**config.mk**
```make
export PLATFORM = sky130hd
export DESIGN_NAME = sel_strobe_latch_flat
export DESIGN_NICKNAME = d
export VERILOG_FILES = /design/src/rtl/sel_strobe_latch_pkg.sv /design/src/rtl/sel_strobe_latch_if.sv /design/src/rtl/sel_filter_ch.sv /design/src/rtl/sel_strobe_latch.sv /design/src/flat_wrapper.sv
export SDC_FILE = /design/constraint.sdc
export NUM_CORES = 1
export LEC_CHECK = 0
export BUFFER_PORTS_ARGS = -buffer_cell sky130_fd_sc_hd__buf_2
export CELL_PAD_IN_SITES_DETAIL_PLACEMENT = 0
export CELL_PAD_IN_SITES_GLOBAL_PLACEMENT = 1
export CORE_MARGIN = 4
export CORE_UTILIZATION = 40
export DETAILED_ROUTE_END_ITERATION = 6
export PLACE_DENSITY = 0.79
export SLEW_MARGIN = 20
export SYNTH_ARGS = -nofsm -noshare
export SYNTH_HDL_FRONTEND = slang
export SYNTH_HIERARCHICAL = 1
export SYNTH_SLANG_ARGS = --single-unit
```
**constraint.sdc**
```tcl
create_clock -name clk -period 4.11 [get_ports clk]
set_input_delay 0.822 -clock clk [delete_from_list [all_inputs] [get_ports clk]]
set_output_delay 0.822 -clock clk [all_outputs]
set_load 0.02 [all_outputs]
```
**src/rtl/sel_strobe_latch_pkg.sv**
```systemverilog
// Shared definitions for the select-strobe latch: channel FSM encoding and filter limits.
package sel_strobe_latch_pkg;

    typedef enum logic [1:0] {
        IDLE = 2'd0,
        ARM  = 2'd1,
        HELD = 2'd2
    } ch_state_e;

    localparam int FILT_MIN = 1;
    localparam int FILT_MAX = 15;

    // Clamp a requested filter length into the supported range.
    function automatic int filt_clamp(input int filt);
        if (filt < FILT_MIN) begin
            return FILT_MIN;
        end else if (filt > FILT_MAX) begin
            return FILT_MAX;
        end else begin
            return filt;
        end
    endfunction

endpackage

```
**src/rtl/sel_strobe_latch_if.sv**
```systemverilog
// Bus between the select-strobe latch and its environment: decoder selects, data, clear and results.
interface sel_strobe_latch_if #(
    parameter int WIDTH_SEL = 8
);
    logic [WIDTH_SEL-1:0] Y_n;
    logic                 D;
    logic                 CLR_n;
    logic [WIDTH_SEL-1:0] sel_strobe;
    logic [WIDTH_SEL-1:0] latch_q;
    logic                 busy;
    logic                 multi_err;

    modport master (
        output Y_n, D, CLR_n,
        input  sel_strobe, latch_q, busy, multi_err
    );

    modport slave (
        input  Y_n, D, CLR_n,
        output sel_strobe, latch_q, busy, multi_err
    );
endinterface

```
**src/rtl/sel_filter_ch.sv**
```systemverilog
// One select channel: 2-flop synchronizer, saturating low-time counter and IDLE/ARM/HELD qualifier.
module sel_filter_ch
    import sel_strobe_latch_pkg::*;
#(
    parameter int FILT = 2
) (
    input  logic clk,
    input  logic RESETn,
    input  logic y_n,
    output logic strobe_d,
    output logic held_d
);
    localparam int FILT_C = filt_clamp(FILT);
    localparam int CNT_W  = $clog2(FILT_C + 1);
    localparam logic [CNT_W-1:0] CNT_MAX = CNT_W'(FILT_C);

    logic             y_s1_q, y_s1_d;
    logic             ys_n_q, ys_n_d;
    logic [CNT_W-1:0] cnt_q, cnt_d;
    ch_state_e        state_q, state_d;

    // Next-state logic; qualification uses the count being loaded this edge so the strobe lands FILT+2 clocks after the select.
    always_comb begin
        y_s1_d  = y_n;
        ys_n_d  = y_s1_q;
        cnt_d   = cnt_q;
        state_d = state_q;

        if (ys_n_q) begin
            cnt_d = '0;
        end else if (cnt_q == CNT_MAX) begin
            cnt_d = cnt_q;
        end else begin
            cnt_d = cnt_q + CNT_W'(1);
        end

        case (state_q)
            IDLE: begin
                if (ys_n_q) begin
                    state_d = IDLE;
                end else if (cnt_d == CNT_MAX) begin
                    state_d = HELD;
                end else begin
                    state_d = ARM;
                end
            end
            ARM: begin
                if (ys_n_q) begin
                    state_d = IDLE;
                end else if (cnt_d == CNT_MAX) begin
                    state_d = HELD;
                end else begin
                    state_d = ARM;
                end
            end
            HELD: begin
                if (ys_n_q) begin
                    state_d = IDLE;
                end else begin
                    state_d = HELD;
                end
            end
            default: state_d = IDLE;
        endcase

        strobe_d = (state_q != HELD) && (state_d == HELD);
        held_d   = (state_d == HELD);
    end

    // Channel state registers with synchronous active-low reset.
    always_ff @(posedge clk) begin
        if (!RESETn) begin
            y_s1_q  <= 1'b1;
            ys_n_q  <= 1'b1;
            cnt_q   <= '0;
            state_q <= IDLE;
        end else begin
            y_s1_q  <= y_s1_d;
            ys_n_q  <= ys_n_d;
            cnt_q   <= cnt_d;
            state_q <= state_d;
        end
    end

endmodule

```
**src/rtl/sel_strobe_latch.sv**
```systemverilog
// Filtered decoder-select strobes driving a 74LS259-style addressable latch with a sticky multi-select flag.
module sel_strobe_latch
    import sel_strobe_latch_pkg::*;
#(
    parameter int WIDTH_SEL = 8,
    parameter int FILT      = 2
) (
    input  logic               clk,
    input  logic               RESETn,
    sel_strobe_latch_if.slave  bus
);
    logic [WIDTH_SEL-1:0] strobe_vec_s;
    logic [WIDTH_SEL-1:0] held_vec_s;

    logic                 d_s1_q, d_s1_d;
    logic                 ds_q, ds_d;
    logic [WIDTH_SEL-1:0] sel_strobe_q, sel_strobe_d;
    logic [WIDTH_SEL-1:0] latch_q, latch_d;
    logic                 busy_q, busy_d;
    logic                 multi_err_q, multi_err_d;

    function automatic logic multi_hot(input logic [WIDTH_SEL-1:0] v);
        return (v & (v - {{(WIDTH_SEL-1){1'b0}}, 1'b1})) != '0;
    endfunction

    for (genvar i = 0; i < WIDTH_SEL; i++) begin : g_ch
        sel_filter_ch #(.FILT(FILT)) u_ch (
            .clk      (clk),
            .RESETn   (RESETn),
            .y_n      (bus.Y_n[i]),
            .strobe_d (strobe_vec_s[i]),
            .held_d   (held_vec_s[i])
        );
    end

    // Latch write and error tracking; clear wins over any strobe write in the same cycle.
    always_comb begin
        d_s1_d       = bus.D;
        ds_d         = d_s1_q;
        sel_strobe_d = strobe_vec_s;
        busy_d       = |held_vec_s;
        latch_d      = latch_q;
        multi_err_d  = multi_err_q;

        if (!bus.CLR_n) begin
            latch_d     = '0;
            multi_err_d = 1'b0;
        end else begin
            for (int i = 0; i < WIDTH_SEL; i++) begin
                if (strobe_vec_s[i]) begin
                    latch_d[i] = ds_q;
                end else begin
                    latch_d[i] = latch_q[i];
                end
            end
            if (multi_hot(strobe_vec_s)) begin
                multi_err_d = 1'b1;
            end else begin
                multi_err_d = multi_err_q;
            end
        end
    end

    // Output and data-synchronizer registers with synchronous active-low reset.
    always_ff @(posedge clk) begin
        if (!RESETn) begin
            d_s1_q       <= 1'b0;
            ds_q         <= 1'b0;
            sel_strobe_q <= '0;
            latch_q      <= '0;
            busy_q       <= 1'b0;
            multi_err_q  <= 1'b0;
        end else begin
            d_s1_q       <= d_s1_d;
            ds_q         <= ds_d;
            sel_strobe_q <= sel_strobe_d;
            latch_q      <= latch_d;
            busy_q       <= busy_d;
            multi_err_q  <= multi_err_d;
        end
    end

    assign bus.sel_strobe = sel_strobe_q;
    assign bus.latch_q    = latch_q;
    assign bus.busy       = busy_q;
    assign bus.multi_err  = multi_err_q;

endmodule
```
**src/flat_wrapper.sv**
```systemverilog
// flat-port wrapper written by rule: the top's interface ports become plain ports
module sel_strobe_latch_flat import sel_strobe_latch_pkg::*;
#(
    parameter int WIDTH_SEL = 8,
    parameter int FILT      = 2
)
  (clk, RESETn, bus_Y_n, bus_D, bus_CLR_n, bus_sel_strobe, bus_latch_q, bus_busy, bus_multi_err);
  sel_strobe_latch_if #(.WIDTH_SEL(WIDTH_SEL)) bus_i ();
  input  logic clk;
  input  logic RESETn;
  input wire logic [$bits(bus_i.Y_n)-1:0] bus_Y_n;
  input wire logic [$bits(bus_i.D)-1:0] bus_D;
  input wire logic [$bits(bus_i.CLR_n)-1:0] bus_CLR_n;
  output wire logic [$bits(bus_i.sel_strobe)-1:0] bus_sel_strobe;
  output wire logic [$bits(bus_i.latch_q)-1:0] bus_latch_q;
  output wire logic [$bits(bus_i.busy)-1:0] bus_busy;
  output wire logic [$bits(bus_i.multi_err)-1:0] bus_multi_err;
  assign bus_i.Y_n = bus_Y_n;
  assign bus_i.D = bus_D;
  assign bus_i.CLR_n = bus_CLR_n;
  assign bus_sel_strobe = bus_i.sel_strobe;
  assign bus_latch_q = bus_i.latch_q;
  assign bus_busy = bus_i.busy;
  assign bus_multi_err = bus_i.multi_err;
  sel_strobe_latch #(.WIDTH_SEL(WIDTH_SEL), .FILT(FILT)) u_core (.clk(clk), .RESETn(RESETn), .bus(bus_i));
endmodule
```
==> out/results.ini <==
[run_status]
status = finished, final reports clean

[synthesis]
syn_inst = 239
syn_nets = 259
yosysTopAreaCellShare = 0.569
synth_area_leader_cell = dfxtp_1
synth-seq-area-share = 0.569
synth_seq_cells = 68
yosys_warnings = 6
synth_edf_count = 0
synthArstFlopShare = 0
synth_ff_type = dfxtp_1
ys_types = 21
syn_area_mm2 = 0.00239
synth_most_common_cell = dfxtp_1
synth.area.top_cells = dfxtp_1 57%, nand2b_1 6.3%, inv_1 5.0%
syn_area_per_cell_um2 = 10.0
netlist_top_cells_count = 68 x dfxtp_1, 32 x inv_1, 27 x nor2_1

[job]
cap_violations = 0

[worst_setup_path]
crit_required_ns = 4.38
crit_fanout = 5
critPathLaunchType = flop
end_kind = flop
crit_type = flop to flop
crit_arrival_ns = 2.34

[routing]
via_count = 1661
first_iter_violations = 70
wl_per_cell_um = 11.8
drcViolationCount = 0
via_per_inst = 4.72
routed_wl_mm = 4.16
antenna_left = 0
dr.pass1.iters = 5

[grt]
antenna_found_initial = 0
grt_use_total = 0.125
grt_pass1_vias = 1540
grt_max_degree = 37
grt_pass1_wl_mm = 6.84
overflow = 0

[sta]
worstMarginPinSlew_ns = 0.954
slew_viol_final = 0
rsz0062_at_grt = false
fin_crit_ns = 2.08
setup_ws_ns = 2.03
slew_headroom = 0.358
fmax_ghz = 0.481
fin_crit_sh = 0.505
setup_viol = 0
hold_viol_final = 0
clock_skew_ns = 0.00537
fin_tns_setup_ns = 0

[placed_design]
port_buffers = 29
place.gp.congestion = 0.805
dpl.hpwl_mm = 2.97
pre_cts_slack_ns = 2.01
placed_area_mm2 = 0.00262

[min_path]
worst_hold_path_type = flop to flop

[layout]
antenna_cells = 0
postLayoutCellArea_mm2 = 0.00280
drive_gt1_frac = 0.164
syn2layout_area_growth_pct = 16.8
fin_util = 0.495
nets = 297
register_area_mm2 = 0.00136
nFillCells = 533
multi_input_area_um2 = 903

[floorplanning]
dieArea_mm2 = 0.00728
rows = 27
core_area_mm2 = 0.00564
initial_utilization = 0.424
die_height_um = 85.3
ios = 30
die_w_um = 85.3

[clocking]
cts_max_level = 3
postCtsHoldBufs = 0
clock_path_buffers = 2
cts.repair.resized = 0
clock-sinks = 68
cts-root-buf = clkbuf_8
cts_setup_buffers = 0
cts_made_buffers = 9
clock_latency_ns = 0.34
clk_pin_slew_ns = 0.07
cts_tree = built

[pwr]
p_leak_nw = 1.12
vdd_ir_drop_max_mv = 0.223
power_density_mw_per_mm2 = 427

-- worst max-delay path: stages (launching register included) --
cell and delay [ns]:
dfxtp_1 0.31, inv_1 0.04, ha_1 0.30, inv_1 0.06, nor4_1 0.77, maj3_1 0.32, o21ai_1 0.06, a21oi_1 0.16
-- metrics by stage --
step                instances  power [mW]  hold slack [ns]
finish                    352        1.19            0.406
global placement          338       0.724            0.388
CTS                       352        1.21            0.410
global route              352        1.24            0.428
detailed placement        338       0.725            0.393
floorplan                 239       0.711            0.386
-- per-layer routing --
layer / vias up / share of wire / wire (µm) / GRT usage
met4: 0 / 0.023 / 97 / 0.0748
li1: 861 / - / - / -
met2: 32 / 0.46 / 1890 / 0.191
met3: 9 / 0.056 / 231 / 0.0612
met1: 759 / 0.47 / 1940 / 0.139
met5: - / 0 / 0 / 0
-- registers in the layout, indices dropped and copies added (netlist names) --
| signal | flops |
|---|---|
| u_core/bus.multi_err | 1 |
| u_core/g_ch.u_ch/cnt_q | 16 |
| u_core/bus.busy | 1 |
| u_core/bus.sel_strobe | 8 |
| u_core/ds_q | 1 |
| u_core/g_ch.u_ch/state_q | 16 |
| u_core/g_ch.u_ch/y_s1_q | 8 |
| u_core/d_s1_q | 1 |
| u_core/bus.latch_q | 8 |
| u_core/g_ch.u_ch/ys_n_q | 8 |
-- area by class of cell --
class                           count  area share
Timing Repair Buffer               29      0.0519
Multi-Input combinational cell    137       0.323
Sequential cell                    68       0.487
Clock buffer                       12      0.0591
Inverter                           32      0.0430
Tap cell                           72      0.0322
Clock inverter                      2     0.00358
-- kinds of logic (layout without fill, tap and decap cells) --
family,after synthesis,after routing,synth area share
buf+inv,34,75,0.0534
flops,68,68,0.569
simple gates,90,90,0.222
compound gates,30,30,0.0764
mux,8,8,0.0335
fa+ha+maj,9,9,0.0460
-- where the power goes --
part	leakage (nW)	switching (mW)	internal [mW]	total, mW
registers	0.553	0.00486	0.672	0.677
clock network	0.0941	0.223	0.259	0.483
logic	0.473	0.0184	0.0147	0.0331
total	1.12	0.246	0.946	1.19
-- layout by cell type, fill, tap and decap left out, drive strengths merged --
cell / instances
a221oi: 1
dfxtp: 68
or2b: 8
clkinv: 2
mux2i: 8
nor2: 27
or3: 1
a211oi: 8
or3b: 8
inv: 32
nand2b: 24
buf: 29
clkbuf: 12
maj3: 1
and2: 10
nor4: 11
a21oi: 18
o21ai: 2
nand2: 1
a21boi: 1
ha: 8
-- path summary, 6_finish.rpt --
check                                     from                          to  slack [ns]  cells past startpoint
hold / removal      u_core/g_ch[1].u_ch/y_s1_q  u_core/g_ch[1].u_ch/ys_n_q        0.41                      1
setup / recovery  u_core/g_ch[0].u_ch/cnt_q[0]        u_core/bus.multi_err        2.03                      7
hold reg to reg     u_core/g_ch[1].u_ch/y_s1_q  u_core/g_ch[1].u_ch/ys_n_q        0.41                      1
setup reg to reg  u_core/g_ch[0].u_ch/cnt_q[0]        u_core/bus.multi_err        2.03                      7
No activity file was read; power rests on OpenSTA's default activity.
